File: src/rtl/lockable_rr_arbiter.sv
// N-way arbiter with runtime fixed-priority / round-robin selection and a
// grant lock that is force-released after MAX_HOLD consecutive held edges.
module lockable_rr_arbiter #(
  parameter int N        = 8,
  parameter int MAX_HOLD = 15,
  localparam int W       = $clog2(N)
) (
  input  logic         clk,
  input  logic         rst,
  input  logic [N-1:0] req,
  input  logic         rr_mode,
  input  logic         lock,
  output logic [W-1:0] grant_id,
  output logic         valid,
  output logic         lock_expired
);

  // With the limit disabled the counter is never compared, one bit is enough.
  localparam int HW = (MAX_HOLD > 0) ? $clog2(MAX_HOLD + 1) : 1;
  localparam logic [HW-1:0] HOLD_LIM = HW'(MAX_HOLD);

  logic [W-1:0]  grant_id_q, grant_id_d;
  logic          valid_q, valid_d;
  logic          lock_expired_q, lock_expired_d;
  logic          is_locked_q, is_locked_d;
  logic [W-1:0]  locked_id_q, locked_id_d;
  logic [HW-1:0] hold_cnt_q, hold_cnt_d;
  logic [W-1:0]  last_q, last_d;

  logic          hit;
  logic [W-1:0]  fix_id, rr_id, win_id, src;
  logic          expire, use_lock;

  // Later loop iterations overwrite earlier ones, so the last match written
  // is the highest-priority one: highest index for fixed, last-1 first for RR.
  always_comb begin
    hit    = |req;
    fix_id = '0;
    rr_id  = '0;
    for (int i = 0; i < N; i++)
      if (req[i]) fix_id = W'(i);
    for (int k = N; k >= 1; k--)
      if (req[(int'(last_q) + N - k) % N]) rr_id = W'((int'(last_q) + N - k) % N);
    win_id = rr_mode ? rr_id : fix_id;
  end

  always_comb begin
    grant_id_d     = grant_id_q;
    valid_d        = valid_q;
    is_locked_d    = is_locked_q;
    locked_id_d    = locked_id_q;
    hold_cnt_d     = hold_cnt_q;
    last_d         = last_q;

    expire         = is_locked_q && (MAX_HOLD != 0) && (hold_cnt_q == HOLD_LIM);
    use_lock       = lock && !expire && (is_locked_q || valid_q);
    src            = is_locked_q ? locked_id_q : grant_id_q;
    lock_expired_d = expire && lock;

    if (use_lock) begin
      grant_id_d = src;
      valid_d    = req[src];
      if (!is_locked_q) begin
        is_locked_d = 1'b1;
        locked_id_d = grant_id_q;
        hold_cnt_d  = HW'(1);
      end else begin
        hold_cnt_d  = hold_cnt_q + HW'(1);
      end
    end else begin
      // Every non-held edge leaves the arbiter unlocked.
      is_locked_d = 1'b0;
      hold_cnt_d  = '0;
      if (hit) begin
        grant_id_d = win_id;
        valid_d    = 1'b1;
        last_d     = win_id;
      end else begin
        grant_id_d = '0;
        valid_d    = 1'b0;
      end
    end
  end

  always_ff @(posedge clk) begin
    if (rst) begin
      grant_id_q     <= '0;
      valid_q        <= 1'b0;
      lock_expired_q <= 1'b0;
      is_locked_q    <= 1'b0;
      locked_id_q    <= '0;
      hold_cnt_q     <= '0;
      last_q         <= '0;
    end else begin
      grant_id_q     <= grant_id_d;
      valid_q        <= valid_d;
      lock_expired_q <= lock_expired_d;
      is_locked_q    <= is_locked_d;
      locked_id_q    <= locked_id_d;
      hold_cnt_q     <= hold_cnt_d;
      last_q         <= last_d;
    end
  end

  assign grant_id     = grant_id_q;
  assign valid        = valid_q;
  assign lock_expired = lock_expired_q;

endmodule

File: config.mk
export PLATFORM = sky130hd
export DESIGN_NAME = lockable_rr_arbiter
export DESIGN_NICKNAME = d
export VERILOG_FILES = /design/src/rtl/lockable_rr_arbiter.sv
export SDC_FILE = /design/constraint.sdc
export NUM_CORES = 1
export LEC_CHECK = 0
export ABC_AREA = 1
export BUFFER_PORTS_ARGS = -buffer_cell sky130_fd_sc_hd__clkbuf_2
export CAP_MARGIN = 20
export CORE_ASPECT_RATIO = 0.5
export CORE_UTILIZATION = 45
export DETAILED_ROUTE_END_ITERATION = 8
export GPL_ROUTABILITY_DRIVEN = 0
export MAX_ROUTING_LAYER = met4
export PLACE_DENSITY = 0.65
export SLEW_MARGIN = 10
export SYNTH_ARGS = -nofsm -noshare
export SYNTH_HDL_FRONTEND = slang
export SYNTH_SLANG_ARGS = --single-unit
export TNS_END_PERCENT = 5
File: constraint.sdc
create_clock -name clk -period 2.4 [get_ports clk]
set_clock_uncertainty 0.2 [all_clocks]
set_input_delay 0 -clock clk [delete_from_list [all_inputs] [get_ports clk]]
set_output_delay 0 -clock clk [all_outputs]
set_load 0.05 [all_outputs]
Word-level counts from Yosys, hierarchy flattened
Index checks and enable logic that the tools add are counted.
- $add $sub $neg: 10
- reduce and logical (&&, ||, !) cells: 18
- bitwise logic cells: 10
- muxes and demuxes: 49
- equality and inequality tests: 1
- order comparisons: 9
- operators by type and width (cell ; count):
    $sub 32x4->32 const B ; 4
    $sub 32x3->32 const B ; 2
    $mux 3 ; 17
    $lt 4x5->1 const B ; 8
    $sub 32x5->32 const B ; 1
    $bmux 1 s3 ; 9
    $reduce_or 3->1 ; 9
    $mux 1 ; 22
    $and 1x1->1 ; 8
    $reduce_or 8->1 ; 1
    $sub 5x1->6 const B ; 1
    $add 3x4->5 const B ; 1
    $add 4x1->4 const B ; 1
    $eq 4x4->1 const B ; 1
    $logic_and 1x1->1 ; 4
    $lt 3x4->1 const B ; 1
    $mux 2 ; 1
    $not 1->1 ; 2
    $reduce_and 2->1 ; 1
    $reduce_or 2->1 ; 1
    $logic_not 1->1 ; 1
    $logic_or 1x1->1 ; 1
- input bits: 12
- register bits after elaboration: 16
- output and inout port bits: 5

Depth between registers and ports, before layout
- word-level depth: 18
- gate-level depth with buffers: 20

Worst setup path after synthesis
No wires, ideal clock.
- path kind: flip-flop to flip-flop
- start point: reg last_q[0]
- end point: reg grant_id_q[1], in the netlist grant_id[1]
- arrival time: 2.059 ns
- stages on the path, launching flop included: 20
- path slack: 0.009 ns
- clock period less this slack: 2.391 ns
- required time: 2.068 ns
- path buffers: 3
- cells stage by stage: dfxtp_1 > buf_6 > inv_4 > buf_12 > ha_1 > buf_2 > inv_1 > nand3_1 > nand3_1 > nand2_1 > a21oi_1 > nand3_1 > nand2_1 > nand2_1 > nand2_1 > nand2_1 > nand2_1 > nand2_1 > nand2_1 > a21oi_1
- longest elaborated chain between the ends: 16
- ends and longest elaborated chain (item ; line ; RTL):
    start: declaration ; 28 ; logic [W-1:0] last_q, last_d;
    start signal: assignment ; 101 ; last_q <= last_d;
    $add 3x4->5 (*) ; 43 ; if (req[(int'(last_q) + N - k) % N]) rr_id = W'((int'(last_q) + N - k) % N);
    $sub 32x5->32 ; 43 ;
    $bmux 1 s3 ; 43 ;
    $mux 1 (implied by the code) (2 in a row) ; 43 ;
    $mux 3 (7 in a row) ; 43 ;
    $mux 3 (*) ; 43 ;
    $mux 3 (*) ; 44 ; win_id = rr_mode ? rr_id : fix_id;
    $mux 3 (*) ; 74 ; if (hit) begin
    $mux 3 (*) ; 60 ; if (use_lock) begin
    end signal: assignment ; 95 ; grant_id_q <= grant_id_d;
    end: declaration ; 22 ; logic [W-1:0] grant_id_q, grant_id_d;
Mark *: on every way between the ends. The rest lies on a longest branch, timed or not. The select of a mux whose other input is x is not followed.
A chain may end at the register's enable or synchronous reset.

Worst setup path after layout
- start point: reg last_q[2]
- end point: reg grant_id_q[1], in the netlist grant_id[1]
- longest elaborated chain between the ends: 16
- ends and longest elaborated chain (item ; line):
    $add 3x4->5 (*) ; --
    $sub 32x5->32 ; --
    $bmux 1 s3 ; 43
    $mux 1 (implied by the code) (2 in a row) ; 43
    $mux 3 (7 in a row) ; 43
    $mux 3 (*) ; 43
    $mux 3 (*) ; 44
    $mux 3 (*) ; 74
    $mux 3 (*) ; 60
Marked as above.

==> impl_metrics.py <==
metrics = {
    "power_and_ir_drop": {
        "swShare": 0.510,
        "p_leak_uw": 0.000804,
        "p_seq_frac": 0.212,
        "intPower_uw": 779,
        "ir_drop_mv": 0.514,
        "p_sw_uw": 811,
        "powerDensity_nw_per_um2": 994,
        "clkPwrFrac": 0.121,
        "power.share.combinational": 0.667,
    },
    "global_routing": {
        "track_usage": 0.235,
        "grt_max_degree": 14,
        "grt_pass1_vias": 1183,
        "grt_pass1_wl_um": 5580,
        "grt_overflow": 0,
        "grt_antenna_before_repair": 0,
    },
    "die": {
        "die_h_um": 41.3,
        "die_area_um2": 3320,
        "rows": 13,
        "fp.coreArea_um2": 2750,
        "initial_core_util": 0.505,
        "ioPinCount": 17,
        "fp.dieW_um": 80.5,
    },
    "yosys": {
        "synth_mux_area_frac": 0,
        "syn_nets": 243,
        "synth_top_family_by_area": "simple AND/OR/NAND/NOR gates",
        "synth_cell_types": 30,
        "synthAdderAreaFrac": 0.0271,
        "yosysSeqAreaShare": 0.231,
        "synth_compound_area_frac": 0.124,
        "synth_xor_area_frac": 0.0252,
        "avgSynthCellArea_um2": 6.09,
        "yosysWarningCount": 0,
        "synth-main-ff-cell": "dfxtp_1",
        "syn_area_um2": 1390,
        "netlist_instances": 228,
        "ys_async_sr_fraction": 0,
        "synth_edf_count": 0,
        "ys_ff_latch": 16,
        "yosys.area_share.simple": 0.472,
    },
    "sta": {
        "post-route-period-util": 0.931,
        "tightest_slew_ns": 0.435,
        "relSlewSlack": 0.710,
        "drv_slew": 0,
        "period_minus_slack_ns": 2.24,
        "setup_violations": 0,
        "setup_slack_ns": 0.165,
        "hold_viol_final": 0,
        "fmax_mhz": 447,
        "rsz0062_at_grt": "no",
        "tns_ns": 0,
    },
    "clocking": {
        "cts_buffers": 3,
        "cts.clk_slew.worst_paths_ns": 0.06,
        "cts_root_buf": "clkbuf_8",
        "cts_tree": "done",
        "clockBufferDepth": 2,
        "cts-htree-levels": 1,
        "clk-insertion-delay-late_ns": 0.24,
        "numClockSinks": 16,
    },
    "detailed_routing": {
        "dr.pass1.iters": 4,
        "drt_first_iter_violations": 65,
        "vias": 1444,
        "wirelength_um": 3460,
        "drc": 0,
        "via_per_inst": 5.07,
        "ant_nets": 0,
        "wl_per_cell_um": 12.2,
    },
    "layout": {
        "multi_input_area_um2": 931,
        "final-seq-area_um2": 322,
        "nets": 265,
        "area_growth_pct": 15.3,
        "drive_gt1_frac": 0.206,
        "fill_cells": 275,
        "final_util": 0.582,
        "antenna_cells": 0,
    },
    "placement": {
        "pre_cts_ws_ns": 0.135,
        "io_buffers": 16,
        "hpwlAfterDp_um": 2670,
    },
    "setup_path": {
        "endpoint_kind": "flop",
        "crit_type": "reg -> reg",
        "cp.required_ns": 2.33,
        "cp-start-kind": "flop",
        "crit_arrival_ns": 2.16,
        "cp_max_fo": 8,
        "worst-r2r-cell-count": 14,
    },
    "min_path": {
        "hold_class": "in -> reg",
        "hold_depth": 5,
    },
    "job": {
        "drv_cap": 0,
    },
    "status": {
        "status": "complete, no violations",
    },
}
==> per-layer routing <==
metal  wire length, µm  vias up  global-route usage  share of wire
met3               185        0              0.0333          0.053
met2              1520       33               0.392           0.44
met4                 0        0              0.0268              0
met5                 0        -                   -              0
met1              1760      632               0.317           0.51
li1                  -      779                   -              -
==> critical path, stage by stage (launching register included) <==
cell	delay (ns)
dfxtp_1	0.58
xor2_1	0.29
inv_1	0.10
nand3_1	0.12
nand2_1	0.11
a21oi_1	0.13
nand3_1	0.09
nand2_1	0.06
nand2_1	0.06
nand2_1	0.06
nand2_1	0.05
nand2_1	0.06
nand2_1	0.05
nand2_1	0.08
a21oi_1	0.07
==> power by group through the flow <==
stage | sequential [µW] | combinational (µW) | clock (µW)
after floorplan | 370 | 791 | 0
after global placement | 337 | 999 | 0
after detailed placement | 337 | 1000 | 0
after CTS | 331 | 1010 | 198
after global routing | 343 | 1180 | 208
final | 337 | 1060 | 193
==> cell usage after synthesis, types with 2 or more instances <==
cell type	number	area (µm²)
a211oi_1	2	15.0
a21oi_1	20	100
buf_6	2	22.5
clkbuf_1	2	7.51
dfxtp_1	16	320
ha_1	3	37.5
inv_1	24	90.1
nand2_1	69	259
nand2_2	8	50.1
nand3_1	32	160
nand3_2	9	90.1
nor2_1	16	60.1
o21ai_0	6	30.0
xor2_1	3	26.3
==> state kept, by name, indices dropped and copies added (netlist names) <==
register      cells
hold_cnt_q        4
lock_expired      1
is_locked_q       1
locked_id_q       3
grant_id          3
last_q            3
valid             1
==> kinds of logic (layout without fill, tap and decap cells) <==
family                     after synthesis  after routing
xor gates and xnor gates                 4              4
and+or+nand+nor                        139            139
buffers and inverters                   34             54
adders and majority gates                3              3
DFF                                     16             16
AOI/OAI and AO/OA                       32             32
==> final cells by class <==
class | instances | area share
Multi-Input combinational cell | 178 | 0.582
Sequential cell | 16 | 0.201
Timing Repair Buffer | 24 | 0.0962
Inverter | 27 | 0.0665
Tap cell | 37 | 0.0289
Clock buffer | 3 | 0.0258
==> placed cells by master (no fill, tap or decap), types with 3 or more instances in the layout <==
cell type,netlist,routed
nand2_1,69,69
nand3_1,32,32
inv_1,24,23
a21oi_1,20,20
nor2_1,16,16
clkbuf_2,0,16
dfxtp_1,16,15
nand3_2,9,9
nand2_2,8,8
o21ai_0,6,6
dlygate4sd3_1,0,4
clkbuf_8,0,3
buf_4,1,3
==> per-stage QoR <==
step	hold slack, ns	instances	area, µm²	total power (µW)
2_1_floorplan	-0.122	228	1390	1160
3_3_place_gp	0.0654	278	1480	1340
3_5_place_dp	0.0674	278	1480	1340
4_1_cts	0.0608	285	1560	1540
5_1_grt	0.107	285	1600	1730
6_report	0.0516	285	1600	1590
==> final timing paths <==
kind | start | end | slack [ns]
worst max-delay path | last_q[2] | grant_id[1] | 0.16
worst min-delay path | req[7] | last_q[0] | 0.05
worst max register to register | last_q[2] | grant_id[1] | 0.16
worst min register to register | locked_id_q[0] | locked_id_q[0] | 0.26
==> repair_timing <==
action	CTS	global route
hold buffers	4	0
setup buffers	0	0
endpoints found under the setup margin	0	3
resized for setup	0	8
endpoints found under the hold margin	12	0
Note: power is estimated with default switching activity, not from simulation.
